<file path="src/rtl/alarm_pkg.sv">
// Shared types and constants for the intrusion-alarm controller.
package alarm_pkg;

   typedef enum logic [1:0] {
      DISARMED = 2'd0,
      ARMED    = 2'd1,
      ALARM    = 2'd2
   } state_t;

   localparam int unsigned ZONE_DOOR   = 1;
   localparam int unsigned ZONE_WINDOW = 0;
   localparam int unsigned ZONE_W      = 2;

endpackage

</file>
<file path="src/rtl/alarm_debounce.sv">
// Input synchroniser followed by a consecutive-cycle counter filter.
// The filtered value follows the synchronised input only after the two have
// differed for DEBOUNCE_CYCLES consecutive cycles; any match restarts the count.
// DEBOUNCE_CYCLES = 0 bypasses the filter.
module alarm_debounce #(
   parameter int unsigned SYNC_STAGES     = 2,
   parameter int unsigned DEBOUNCE_CYCLES = 4,
   parameter int unsigned CNT_W           = 3
) (
   input  logic clk,
   input  logic rst,
   input  logic din,
   output logic dout
);

   logic [SYNC_STAGES-1:0] sync;
   logic                   synced;

   // Multi-flop synchroniser for the asynchronous sensor pin
   always_ff @(posedge clk or posedge rst) begin
      if (rst) sync <= '0;
      else     sync <= {sync[SYNC_STAGES-2:0], din};
   end

   assign synced = sync[SYNC_STAGES-1];

   generate
      if (DEBOUNCE_CYCLES == 0) begin : g_no_filter
         assign dout = synced;
      end else begin : g_filter
         logic [CNT_W-1:0] cnt;
         logic             filt;

         // Accept a change only after DEBOUNCE_CYCLES consecutive differing samples
         always_ff @(posedge clk or posedge rst) begin
            if (rst) begin
               cnt  <= '0;
               filt <= 1'b0;
            end else if (synced == filt) begin
               cnt  <= '0;
            end else if (cnt == CNT_W'(DEBOUNCE_CYCLES - 1)) begin
               filt <= synced;
               cnt  <= '0;
            end else begin
               cnt  <= cnt + CNT_W'(1);
            end
         end

         assign dout = filt;
      end
   endgenerate

endmodule

</file>
<file path="src/rtl/alarm.sv">
// Intrusion-alarm controller: notify = armed & (door | window).
// set is synchronised only; door and window are synchronised and debounced.
// Optional macro ALARM_LATCH_EN: ALARM becomes sticky until disarm, and zone
// accumulates every sensor that tripped while in ALARM.
module alarm
   import alarm_pkg::*;
#(
   parameter int unsigned SYNC_STAGES     = 2,
   parameter int unsigned DEBOUNCE_CYCLES = 4,
   parameter int unsigned CNT_W           = 3
) (
   input  logic              clk,
   input  logic              rst,
   input  logic              set,
   input  logic              door,
   input  logic              window,
   output logic              notify,
   output logic              armed,
   output logic [ZONE_W-1:0] zone
);

   logic [SYNC_STAGES-1:0] set_sync;
   logic                   s_set;
   logic                   fdoor;
   logic                   fwindow;
   logic                   trig;

   state_t            state;
   state_t            state_next;
   logic              notify_next;
   logic              armed_next;
   logic [ZONE_W-1:0] zone_next;

   // Arm-switch synchroniser (no debounce on the keyswitch)
   always_ff @(posedge clk or posedge rst) begin
      if (rst) set_sync <= '0;
      else     set_sync <= {set_sync[SYNC_STAGES-2:0], set};
   end

   assign s_set = set_sync[SYNC_STAGES-1];

   alarm_debounce #(
      .SYNC_STAGES     (SYNC_STAGES),
      .DEBOUNCE_CYCLES (DEBOUNCE_CYCLES),
      .CNT_W           (CNT_W)
   ) u_door_db (
      .clk  (clk),
      .rst  (rst),
      .din  (door),
      .dout (fdoor)
   );

   alarm_debounce #(
      .SYNC_STAGES     (SYNC_STAGES),
      .DEBOUNCE_CYCLES (DEBOUNCE_CYCLES),
      .CNT_W           (CNT_W)
   ) u_window_db (
      .clk  (clk),
      .rst  (rst),
      .din  (window),
      .dout (fwindow)
   );

   assign trig = fdoor | fwindow;

   // State register plus output registers loaded from the next state
   always_ff @(posedge clk or posedge rst) begin
      if (rst) begin
         state  <= DISARMED;
         notify <= 1'b0;
         armed  <= 1'b0;
         zone   <= '0;
      end else begin
         state  <= state_next;
         notify <= notify_next;
         armed  <= armed_next;
         zone   <= zone_next;
      end
   end

   // Next-state logic; disarm overrides everything
   always_comb begin
      state_next = state;
      if (!s_set) begin
         state_next = DISARMED;
      end else begin
         case (state)
            DISARMED: state_next = trig ? ALARM : ARMED;
            ARMED:    if (trig) state_next = ALARM;
`ifdef ALARM_LATCH_EN
            ALARM:    state_next = ALARM;
`else
            ALARM:    if (!trig) state_next = ARMED;
`endif
            default:  state_next = DISARMED;
         endcase
      end
   end

   // Output decode from the next state
   always_comb begin
      notify_next = (state_next == ALARM);
      armed_next  = (state_next != DISARMED);
      zone_next   = '0;
      if (state_next == ALARM) begin
         zone_next[ZONE_DOOR]   = fdoor;
         zone_next[ZONE_WINDOW] = fwindow;
`ifdef ALARM_LATCH_EN
         if (state == ALARM) zone_next = zone_next | zone;
`endif
      end
   end

endmodule

</file>
<file path="config.mk">
export PLATFORM = sky130hd
export DESIGN_NAME = alarm
export DESIGN_NICKNAME = d
export VERILOG_FILES = /design/src/rtl/alarm_pkg.sv /design/src/rtl/alarm_debounce.sv /design/src/rtl/alarm.sv
export SDC_FILE = /design/constraint.sdc
export NUM_CORES = 1
export LEC_CHECK = 0
export BUFFER_PORTS_ARGS = -buffer_cell sky130_fd_sc_hd__clkbuf_2
export CAP_MARGIN = 20
export CORE_UTILIZATION = 52
export DETAILED_ROUTE_END_ITERATION = 10
export GPL_TIMING_DRIVEN = 0
export HOLD_SLACK_MARGIN = 0.02
export PLACE_DENSITY = 0.7
export SYNTH_ARGS = -nofsm -noshare
export SYNTH_HDL_FRONTEND = slang
export SYNTH_SLANG_ARGS = --single-unit
</file>
<file path="constraint.sdc">
create_clock -name clk -period 1.9 [get_ports clk]
set_clock_uncertainty 0.2 [all_clocks]
set_input_delay 0.475 -clock clk [delete_from_list [all_inputs] [get_ports clk]]
set_output_delay 0.475 -clock clk [all_outputs]
set_load 0.02 [all_outputs]
</file>
==> key figures, run 1 <==
Run status
  • Run status: complete, no violations

Critical path
  • Delay of the slowest cell on the worst path: around 0.4 ns
  • Category of cells accounting for the largest share of critical-path delay: flip-flops
  • Arrival time of data at the critical path endpoint: between 0.8 and 0.9 ns
  • Worst path cell trace: clkbuf_2
  • Startpoint types: register
  • Slack of the worst reg-to-reg path: approximately 0.51 ns
  • Largest fanout on the critical path: 1
  • Critical-path top delay cell: dfrtp_1
  • Required time reported for the critical path endpoint: around 1.2 ns
  • WP buf/inv: 1
  • Crit. End Element: primary output
  • Critical Setup Path Class: register to primary output

GRT
  • Via count of the first global-routing pass: 367
  • Total global-route track usage: 18.57%
  • Number of antenna violations at the first check in global routing: 0
  • Largest net degree at the start of global routing: 21
  • Wire length of the first global-routing pass: 1669 um
  • Congestion Overflow GR: 0

Yosys
  • Yosys top cell by area: dfrtp_1
  • Synthesized cell area: about 670 sq um
  • Ys Warns: 0
  • Number of register bits inferred by synthesis: 20
  • Area fraction of the dominant cell type after synthesis: 74.21%
  • Area contributors post-synth: dfrtp_1 (74%), ha_1 (3.7%), mux2_2 (3.3%)
  • Synth Area per Inst: about 16 sq um
  • Seq/Total Area, Yosys: 74.21%
  • Post-synthesis instance total: 41
  • Number of distinct library cells after synthesis: 14
  • Total nets after synthesis: 48
  • Share of flip-flops with an asynchronous set or reset: 100.0%
  • Leading register cell type out of synthesis: dfrtp_1
  • Number of enable flip-flop cells after synthesis: 0
  • Leading post-synthesis cells by instance count: dfrtp_1 (20), nor3b_1 (3)
  • Most common cell in the netlist: dfrtp_1

Placement
  • Inst Count DP: 63
  • Final estimated routing congestion in global placement: 0.6296
  • Detailed-placement wirelength estimate: 733.6 um
  • Number of buffer cells added on primary ports: 8
  • Worst slack, placed: 0.5096 ns

Final layout
  • Fraction of final layout cells sized beyond drive strength 1: 32.08%
  • Ant diodes: 0
  • Non-Filler Instances: 67
  • Count of nets after finishing: 61
  • Area growth from synthesis to layout: 16.33%

Die
  • Die outline width: 38.01 um
  • # rows: 12
  • Boundary Pins: 9
  • Total die area: approximately 0.0014 sq mm
  • Std-Cell Core Area: 0.001156 sq mm
  • Initial standard-cell utilization of the core: 58.33%
  • Die Y-Extent: 38.01 um

STA
  • Slack of the critical path: 0.3813 ns
  • Unrepaired setup endpoints after global routing: false
  • Hold violation total from the final report: 0
  • Relative slew slack: 53.57%
  • Ratio of final minimum period to clock period: ~80%
  • Slew at the pin closest to its max-slew limit: 0.6957 ns
  • Final critical delay including setup and external delays: ~1.5 ns
  • Fin Setup TNS: 0 ns
  • Number of failing setup endpoints in the final timing report: 0
  • Final hold slack: ~0.047 ns
  • Fmax: 658.5 MHz
  • Final max-slew violation count: 0

CTS
  • Max Root-Sink Buffers: 2
  • Clock insertion delay at the later pin of the skew report: 0.29 ns
  • TritonCTS clock tree: done
  • Number of buffers created by CTS: 3
  • Root buffer selected by CTS: clkbuf_4
  • Clock transition at the registers of the reported paths: approximately 0.11 ns
  • Number of instances resized during post-cts repair: 0
  • Max H-tree Level: 1
  • Clock Sinks: 20
  • Post-CTS Hold Fix Bufs: 0
  • Post CTS Setup Buffer Count: 0

Power and ir drop
  • Peak VDD IR: 0.0007126 V
  • Internal power: 851.6 uW
  • Combinational Power Share: 20.0%
  • Clock Power Share: 28.7%
  • Sequential Power Share: 51.3%
  • Net Sw Power: ~310 uW
  • Leak Pwr: 0.3842 nW
  • Switching share of power: a little over a quarter
  • Pwr per Cell Area: 1476 mW/mm^2

Run
  • Max-cap check violation count: 0

Drt
  • Detailed Routing Iterations Pass 1: 2
  • Total routed wire length on the met1 layer: around 360 um
  • DRC Markers: 0
  • DR WL/cell: between 10 and 15 um
  • Antenna Nets Post-Route: 0
  • Drt via density: 5.119
  • Routed wire length: approximately 930 um
  • Initial drt markers: 1
  • Wire length on met2: 533 um
  • Routed vias: 343
  • Detail Route met3 WL: 35 um
  • Top routing layer in use: met4

Worst hold path
  • Hold crit path type: input port to asynchronous set/reset pin
## state kept, by name (all words and copies together) (netlist names), 2 cells and up
signal / count
state: 2
set_sync: 2
zone: 2
u_window_db.g_filter.cnt: 3
u_window_db.sync: 2
u_door_db.g_filter.cnt: 3
u_door_db.sync: 2
## metal layers
metal | global-route usage [%] | vias up
li1 | - | 163
met1 | 20.41 | 169
met2 | 31.90 | 9
met3 | 3.488 | 2
met4 | 13.39 | 0
met5 | 0 | -
## layout by cell type, fill, tap and decap left out, types with 2 or more instances in the layout
| cell | synthesis | final |
|---|---|---|
| clkbuf_2 | 0 | 8 |
| clkbuf_4 | 0 | 3 |
| dfrtp_1 | 20 | 20 |
| ha_1 | 2 | 2 |
| mux2_2 | 2 | 2 |
| nor2b_1 | 2 | 2 |
| nor3_1 | 2 | 2 |
| nor3b_1 | 3 | 3 |
| o21a_1 | 2 | 2 |
| xnor2_1 | 2 | 2 |
## worst paths after layout
check | from | endpoint | cells past startpoint
worst max-delay path | zone[0]$_DFF_PP0_ | zone[0] | 1
min in group clk | door | u_door_db.sync[0]$_DFF_PP0_ | 1
worst min-delay path | rst | u_window_db.sync[0]$_DFF_PP0_ | 2
max in group asynchronous | rst | state[1]$_DFF_PP0_ | 2
worst max register to register | u_door_db.g_filter.cnt[0]$_DFF_PP0_ | u_door_db.dout$_DFFE_PP0P_ | 3
worst min register to register | u_door_db.sync[0]$_DFF_PP0_ | u_door_db.sync[1]$_DFF_PP0_ | 0
## power groups by stage
stage	combinational (mW)	sequential (mW)	clock, mW
floorplan	0.146	0.614	0
global placement	0.211	0.591	0
detailed placement	0.237	0.606	0
CTS	0.240	0.598	0.344
global route	0.267	0.612	0.356
finish	0.231	0.595	0.332
## final cells by class
cell class | instances | area, sq um
Timing Repair Buffer | 8 | 40.04
Clock inverter | 1 | 30.03
Inverter | 1 | 3.754
Fill cell | 87 | 371.6
Multi-Input combinational cell | 20 | 170.2
Clock buffer | 3 | 22.52
Tap cell | 14 | 17.52
Sequential cell | 20 | 500.5
## metrics by stage
| stage | total power, mW | util [%] | cell area, sq um |
|---|---|---|---|
| global placement | 0.8017 | 63.31 | 732.0 |
| finish | 1.158 | 67.86 | 784.5 |
| CTS | 1.181 | 67.86 | 784.5 |
| global route | 1.235 | 67.86 | 784.5 |
| floorplan | 0.7605 | - | 674.4 |
| detailed placement | 0.8437 | 63.31 | 732.0 |
## cell families (layout without fill, tap and decap cells)
| group | count (synthesis) | in the layout | synth area share (%) |
|---|---|---|---|
| muxes | 2 | 2 | 3.339 |
| AOI/OAI and AO/OA | 3 | 3 | 3.895 |
| DFF | 20 | 20 | 74.21 |
| xor gates and xnor gates | 2 | 2 | 2.598 |
| and+or+nand+nor | 11 | 11 | 11.69 |
| buffers and inverters | 1 | 13 | 0.5561 |
| adders and majority gates | 2 | 2 | 3.710 |
Power figures use the tool's default switching activity.
==> run 2, diff against run 1 <==
--- a/config.mk
+++ b/config.mk
@@ -7,11 +7,11 @@
 export LEC_CHECK = 0
 export BUFFER_PORTS_ARGS = -buffer_cell sky130_fd_sc_hd__clkbuf_2
 export CAP_MARGIN = 20
-export CORE_UTILIZATION = 52
+export CORE_UTILIZATION = 47
 export DETAILED_ROUTE_END_ITERATION = 10
 export GPL_TIMING_DRIVEN = 0
 export HOLD_SLACK_MARGIN = 0.02
-export PLACE_DENSITY = 0.7
+export PLACE_DENSITY = 0.67
 export SYNTH_ARGS = -nofsm -noshare
 export SYNTH_HDL_FRONTEND = slang
 export SYNTH_SLANG_ARGS = --single-unit
==> constraint.sdc (replaced) <==
create_clock -name clk -period 1.34 [get_ports clk]
set_clock_uncertainty 0.2 [all_clocks]
set_input_delay 0.335 -clock clk [delete_from_list [all_inputs] [get_ports clk]]
set_output_delay 0.335 -clock clk [all_outputs]
set_load 0.02 [all_outputs]
==> key figures, run 2 (same netlist as run 1, synthesis figures left out) <==
Run status
  • Run status: complete, but fails checks (was complete, no violations)
  • Violations in the final reports: negative hold slack, negative setup slack

Final layout
  • Most common cell after layout, fill and taps aside: dfrtp_1 (unchanged)
  • Most frequent cells in the layout: dfrtp_1 (20), clkbuf_2 (4), buf_6 (4) (was dfrtp_1 (20), clkbuf_2 (8), nor3b_1 (3), clkbuf_4 (3))
  • Count of nets after finishing: 67 (was 61)
  • Fraction of final layout cells sized beyond drive strength 1: 40.68% (was 32.08%)
  • Non-Filler Instances: 74 (was 67)
  • Area growth from synthesis to layout: 30.61% (was 16.33%)
  • Area occupied by registers: 500.5 sq um (unchanged)
  • Largest registers in the final layout: u_door_db.g_filter.cnt: 3 flops, u_window_db.g_filter.cnt: 3 flops (unchanged)
  • Combined area of the multi-input logic cells: 187.7 sq um (was 170.2 sq um)
  • Summed area of non-filler cells in the final layout: 880.8 sq um (was 784.5 sq um)
  • Filler cells: 99 (was 87)
  • Fraction of the core area covered by cells at the end of the flow: 66.86% (was 67.86%)
  • Ant diodes: 0 (unchanged)

CTS
  • Number of buffers created by CTS: 3 (unchanged)
  • Root buffer selected by CTS: clkbuf_4 (unchanged)
  • Max Root-Sink Buffers: 2 (unchanged)
  • Post-CTS Hold Fix Bufs: 3 (was 0)
  • Clock Sinks: 20 (unchanged)
  • Clock insertion delay at the later pin of the skew report: 0.30 ns (was 0.29 ns)
  • TritonCTS clock tree: done (unchanged)
  • Clock transition at the registers of the reported paths: 0.11 ns (about the same)
  • Max H-tree Level: 1 (unchanged)

STA
  • Relative slew slack: 51.28% (was 53.57%)
  • Ratio of final minimum period to clock period: 104.4%
  • Slack of the critical path: -0.05915 ns (was 0.3813 ns)
  • Fin Setup TNS: -0.06815 ns (was 0 ns)
  • Slew at the pin closest to its max-slew limit: 0.7300 ns (was 0.6957 ns)
  • Unrepaired setup endpoints after global routing: true (was false)
  • Fmax: 714.7 MHz
  • Final max-slew violation count: 0 (unchanged)
  • Number of failing setup endpoints in the final timing report: 4 (was 0)
  • Hold violation total from the final report: 20 (was 0)
  • Final critical delay including setup and external delays: 1.399 ns
  • Final hold slack: -0.07630 ns (was 0.04653 ns)

Critical path
  • Largest fanout on the critical path: 3 (was 1)
  • Arrival time of data at the critical path endpoint: 1.39 ns (was 0.84 ns)
  • Required time reported for the critical path endpoint: 1.33 ns (was 1.22 ns)
  • R2R depth: 3 (unchanged)
  • Startpoint of the most critical register-to-register path: u_door_db.g_filter.cnt[0]$_DFF_PP0_ (unchanged)
  • Slack of the worst reg-to-reg path: -0.06 ns (was 0.51 ns)
  • Critical Setup Path Class: register to register (was register to primary output)
  • Crit. End Element: register (was primary output)
  • Capture point of the critical path: u_door_db.dout$_DFFE_PP0P_ (was zone[0])
  • Endpoint of the lowest-slack register-to-register path: u_door_db.dout$_DFFE_PP0P_ (unchanged)
  • Startpoint types: register (unchanged)
  • Critical path launch point: u_door_db.g_filter.cnt[0]$_DFF_PP0_ (was zone[0]$_DFF_PP0_)

Die
  • Boundary Pins: 9 (unchanged)
  • Total die area: 0.001590 sq mm (was 0.001445 sq mm)
  • Initial standard-cell utilization of the core: 51.19% (was 58.33%)
  • Die Y-Extent: 39.88 um (was 38.01 um)
  • # rows: 13 (was 12)
  • Std-Cell Core Area: 0.001318 sq mm (was 0.001156 sq mm)
  • Die outline width: 39.88 um (was 38.01 um)

Drt
  • DR WL/cell: 14.91 um (was 13.88 um)
  • Antenna Nets Post-Route: 0 (unchanged)
  • DRC Markers: 0 (unchanged)
  • Initial drt markers: 0 (was 1)
  • Drt via density: 4.932 (was 5.119)
  • Routed vias: 365 (was 343)
  • Detailed Routing Iterations Pass 1: 1 (was 2)
  • Routed wire length: 1103 um (was 930 um)

GRT
  • Total global-route track usage: 19.90% (was 18.57%)
  • Via count of the first global-routing pass: 387 (was 367)
  • Congestion Overflow GR: 0 (unchanged)
  • Number of antenna violations at the first check in global routing: 0 (unchanged)
  • Wire length of the first global-routing pass: 1814 um (was 1669 um)
  • Largest net degree at the start of global routing: 21 (unchanged)

Placement
  • Final estimated routing congestion in global placement: 0.5938 (was 0.6296)
  • Worst slack, placed: -0.08576 ns (was 0.5096 ns)
  • Placement-stage cell area: 733.2 sq um (was 732.0 sq um)
  • Number of buffer cells added on primary ports: 8 (unchanged)
  • Inst Count DP: 64 (was 63)

Run
  • Max-cap check violation count: 0 (unchanged)

Power and ir drop
  • Pwr Total: 1.781 mW (was 1.158 mW)
  • Clock Power Share: 26.9% (was 28.7%)
  • Switching share of power: 26.49% (was 26.47%)
  • Net Sw Power: 471.9 uW (was 306.7 uW)
  • Sequential Power Share: 48.0% (was 51.3%)
  • Pwr per Cell Area: 2022 mW/mm^2 (was 1476 mW/mm^2)
  • Leak Pwr: 0.4180 nW (was 0.3842 nW)
  • Peak VDD IR: 0.0009956 V (was 0.0007126 V)
  • Internal power: 1.310 mW (was 851.6 uW)
  • Combinational Power Share: 25.1% (was 20.0%)

Worst hold path
  • Hold crit path type: input port to asynchronous set/reset pin (unchanged)
## run 2: area by class of cell
type / instances / share of cell area [%]
clock buffers: 3 / 2.557
clock inverters: 1 / 3.409
inverters: 1 / 0.4261
multi-input cells: 20 / 21.31
flip-flops and latches: 20 / 56.82
well taps: 15 / 2.131
repair buffers: 14 / 13.35
## run 2: power by group through the flow
| stage | sequential, mW | clock, mW | combinational, mW |
|---|---|---|---|
| 5_1_grt | 0.873 | 0.525 | 0.501 |
| 3_5_place_dp | 0.862 | 0 | 0.331 |
| 2_1_floorplan | 0.871 | 0 | 0.207 |
| 3_3_place_gp | 0.839 | 0 | 0.301 |
| 6_report | 0.856 | 0.479 | 0.447 |
| 4_1_cts | 0.848 | 0.493 | 0.406 |
## run 2: per-layer routing
layer	part of all wire, %	up-vias	global-route usage (%)	wire, um
li1	-	172	-	-
met5	0	-	0	0
met1	37	183	17.84	407
met4	0	0	10.34	0
met2	60	10	36.29	661
met3	3.1	0	8.523	34
## run 2: worst max-delay path: stages, from the launching register on
cell,delay (ns)
dfrtp_1,0.40
ha_2,0.20
and2b_2,0.22
mux2_2,0.28
## run 2: worst min path at each step
stage	from	to
5_1_grt	rst	zone[0]$_DFF_PP0_
3_3_place_gp	set_sync[0]$_DFF_PP0_	set_sync[1]$_DFF_PP0_
3_5_place_dp	set_sync[0]$_DFF_PP0_	set_sync[1]$_DFF_PP0_
6_report	rst	zone[0]$_DFF_PP0_
2_1_floorplan	rst	armed$_DFF_PP0_
4_1_cts	rst	zone[0]$_DFF_PP0_
## run 2: timing repair
action / in CTS / in global routing
gates resized for setup: 6 / 12
gates cloned: 0 / 0
endpoints found under the setup margin: 6 / 6
endpoints found under the hold margin: 23 / 20
setup buffers: 2 / 1
pin swaps: 1 / 1
==> run 3, diff against run 2 <==
--- a/config.mk
+++ b/config.mk
@@ -7,11 +7,11 @@
 export LEC_CHECK = 0
 export BUFFER_PORTS_ARGS = -buffer_cell sky130_fd_sc_hd__clkbuf_2
 export CAP_MARGIN = 20
-export CORE_UTILIZATION = 47
+export CORE_UTILIZATION = 52
 export DETAILED_ROUTE_END_ITERATION = 10
 export GPL_TIMING_DRIVEN = 0
 export HOLD_SLACK_MARGIN = 0.02
-export PLACE_DENSITY = 0.67
+export PLACE_DENSITY = 0.7
 export SYNTH_ARGS = -nofsm -noshare
 export SYNTH_HDL_FRONTEND = slang
 export SYNTH_SLANG_ARGS = --single-unit
==> constraint.sdc (replaced) <==
create_clock -name clk -period 1.3 [get_ports clk]
set_clock_uncertainty 0.2 [all_clocks]
set_input_delay 0.325 -clock clk [delete_from_list [all_inputs] [get_ports clk]]
set_output_delay 0.325 -clock clk [all_outputs]
set_load 0.02 [all_outputs]
==> key figures, run 3 (same netlist as run 1, synthesis figures left out) <==
Critical path
  • Startpoint types: register (unchanged)
  • R2R depth: 3 (unchanged)
  • Required time reported for the critical path endpoint: 0.77 ns (was 1.33 ns)
  • Crit. End Element: primary output (was register)
  • WP buf/inv: 1 (was 0)
  • Largest fanout on the critical path: 1 (was 3)
  • Worst path cell trace: buf_6 (was ha_2, and2b_2, mux2_2)
  • Slack of the worst reg-to-reg path: -0.06 ns (about the same)
  • Critical Setup Path Class: register to primary output (was register to register)
  • Endpoint of the lowest-slack register-to-register path: u_door_db.dout$_DFFE_PP0P_ (unchanged)
  • Category of cells accounting for the largest share of critical-path delay: flip-flops (unchanged)
  • Startpoint of the most critical register-to-register path: u_door_db.g_filter.cnt[0]$_DFF_PP0_ (unchanged)
  • Arrival time of data at the critical path endpoint: 0.83 ns (was 1.39 ns)
  • Delay of the slowest cell on the worst path: 0.40 ns (about the same)
  • Critical-path top delay cell: dfrtp_1 (unchanged)

Final layout
  • Most frequent cells in the layout: dfrtp_1 (20), clkbuf_2 (4), buf_6 (4), buf_4 (4) (was dfrtp_1 (20), clkbuf_2 (4), buf_6 (4))
  • Largest registers in the final layout: u_door_db.g_filter.cnt: 3 flops, u_window_db.g_filter.cnt: 3 flops (unchanged)
  • Most common cell after layout, fill and taps aside: dfrtp_1 (unchanged)
  • Fraction of final layout cells sized beyond drive strength 1: 41.67% (was 40.68%)
  • Area growth from synthesis to layout: 31.54% (was 30.61%)
  • Count of nets after finishing: 68 (was 67)
  • Ant diodes: 0 (unchanged)
  • Filler cells: 67 (was 99)

Run status
  • Violations in the final reports: negative hold slack, negative setup slack (unchanged)
  • Run status: complete, but fails checks (unchanged)

Drt
  • DRC Markers: 0 (unchanged)
  • DR WL/cell: 13.39 um (was 14.91 um)
  • Drt via density: 4.865 (was 4.932)
  • Antenna Nets Post-Route: 0 (unchanged)
  • Initial drt markers: 1 (was 0)
  • Routed vias: 360 (was 365)
  • Routed wire length: 991 um (was 1103 um)
  • Detailed Routing Iterations Pass 1: 3 (was 1)

STA
  • Hold violation total from the final report: 20 (unchanged)
  • Slack of the critical path: -0.05780 ns (was -0.05915 ns)
  • Relative slew slack: 53.51% (was 51.28%)
  • Number of failing setup endpoints in the final timing report: 7 (was 4)
  • Unrepaired setup endpoints after global routing: true (unchanged)
  • Fmax: 736.5 MHz
  • Final critical delay including setup and external delays: 1.358 ns
  • Final hold slack: -0.1023 ns (was -0.07630 ns)
  • Slew at the pin closest to its max-slew limit: 0.6966 ns (was 0.7300 ns)
  • Final max-slew violation count: 0 (unchanged)
  • Ratio of final minimum period to clock period: 104.4%

Placement
  • Final estimated routing congestion in global placement: 0.6296 (was 0.5938)
  • Worst slack, placed: -0.08646 ns (was -0.08576 ns)
  • Number of buffer cells added on primary ports: 8 (unchanged)
  • Detailed-placement wirelength estimate: slightly above 700 um

GRT
  • Largest net degree at the start of global routing: 21 (unchanged)
  • Congestion Overflow GR: 0 (unchanged)
  • Total global-route track usage: 18.21% (was 19.90%)
  • Wire length of the first global-routing pass: 1683 um (was 1814 um)
  • Via count of the first global-routing pass: 389 (was 387)
  • Number of antenna violations at the first check in global routing: 0 (unchanged)

Power and ir drop
  • Peak VDD IR: 0.001253 V (was 0.0009956 V)
  • Pwr Total: 1.829 mW (was 1.781 mW)
  • Pwr per Cell Area: 2062 mW/mm^2 (was 2022 mW/mm^2)
  • Leak Pwr: 0.4235 nW (was 0.4180 nW)

CTS
  • Root buffer selected by CTS: clkbuf_4 (unchanged)
  • Post-CTS Hold Fix Bufs: 3 (unchanged)
  • Max Root-Sink Buffers: 2 (unchanged)
  • Clock insertion delay at the later pin of the skew report: 0.29 ns (was 0.30 ns)
  • Max H-tree Level: 1 (unchanged)
  • Number of buffers created by CTS: 3 (unchanged)
  • TritonCTS clock tree: done (unchanged)
  • Clock transition at the registers of the reported paths: 0.11 ns (about the same)
  • Clock Sinks: 20 (unchanged)

Worst hold path
  • Hold crit path type: input port to asynchronous set/reset pin (unchanged)

Die
  • # rows: 12 (was 13)
  • Die Y-Extent: 38.01 um (was 39.88 um)
  • Std-Cell Core Area: 0.001156 sq mm (was 0.001318 sq mm)
  • Die outline width: 38.01 um (was 39.88 um)
  • Initial standard-cell utilization of the core: 58.33% (was 51.19%)
  • Boundary Pins: 9 (unchanged)
  • Total die area: 0.001445 sq mm (was 0.001590 sq mm)

Run
  • Max-cap check violation count: 0 (unchanged)
[run 3: repair_timing]
item                                    in CTS  in global routing
gates resized for setup                      5                 12
pin swaps                                    2                  0
endpoints found under the setup margin       6                  7
setup buffers                                2                  2
endpoints found under the hold margin       23                 20
[run 3: area by class of cell]
class | instances | area, sq um | share of cell area [%]
Timing Repair Buffer | 15 | 125.1 | 14.10
Multi-Input combinational cell | 20 | 187.7 | 21.16
Sequential cell | 20 | 500.5 | 56.42
Tap cell | 14 | 17.52 | 1.975
Clock inverter | 1 | 30.03 | 3.385
Inverter | 1 | 3.754 | 0.4231
Clock buffer | 3 | 22.52 | 2.539
[run 3: power breakdown]
| group | switching (mW) | total [mW] | leakage (nW) | internal [mW] |
|---|---|---|---|---|
| Sequential | 0.110 | 0.876 | 0.250 | 0.766 |
| Clock | 0.172 | 0.484 | 0.0279 | 0.312 |
| Combinational | 0.191 | 0.469 | 0.146 | 0.279 |
[run 3: through the flow]
step | std cells | util, % | setup TNS [ns] | area [sq um]
2_1_floorplan | 41 | - | -0.01075 | 676.9
3_3_place_gp | 63 | 63.53 | -0.04943 | 734.5
3_5_place_dp | 63 | 63.53 | -0.1428 | 734.5
4_1_cts | 72 | 73.27 | -0.2790 | 847.1
5_1_grt | 74 | 76.73 | -0.4605 | 887.1
6_report | 74 | 76.73 | -0.2054 | 887.1
[run 3: worst max path at each step]
| stage | from | cells after the start | to |
|---|---|---|---|
| finish | zone[0]$_DFF_PP0_ | 1 | zone[0] |
| global route | u_door_db.g_filter.cnt[1]$_DFF_PP0_ | 3 | u_door_db.dout$_DFFE_PP0P_ |
| CTS | zone[0]$_DFF_PP0_ | 1 | zone[0] |
| detailed placement | u_door_db.g_filter.cnt[0]$_DFF_PP0_ | 3 | u_door_db.dout$_DFFE_PP0P_ |
| global placement | u_door_db.g_filter.cnt[0]$_DFF_PP0_ | 3 | u_door_db.dout$_DFFE_PP0P_ |
| floorplan | u_door_db.g_filter.cnt[0]$_DFF_PP0_ | 3 | u_door_db.dout$_DFFE_PP0P_ |
[run 3: metal layers]
metal | GRT usage, % | share of wire, % | vias up | routed length (um)
met5 | 0 | 0 | - | 0
met3 | 3.488 | 3.2 | 0 | 32
met2 | 31.47 | 58 | 9 | 571
met4 | 10.71 | 0 | 0 | 0
li1 | - | - | 173 | -
met1 | 20.90 | 39 | 178 | 388
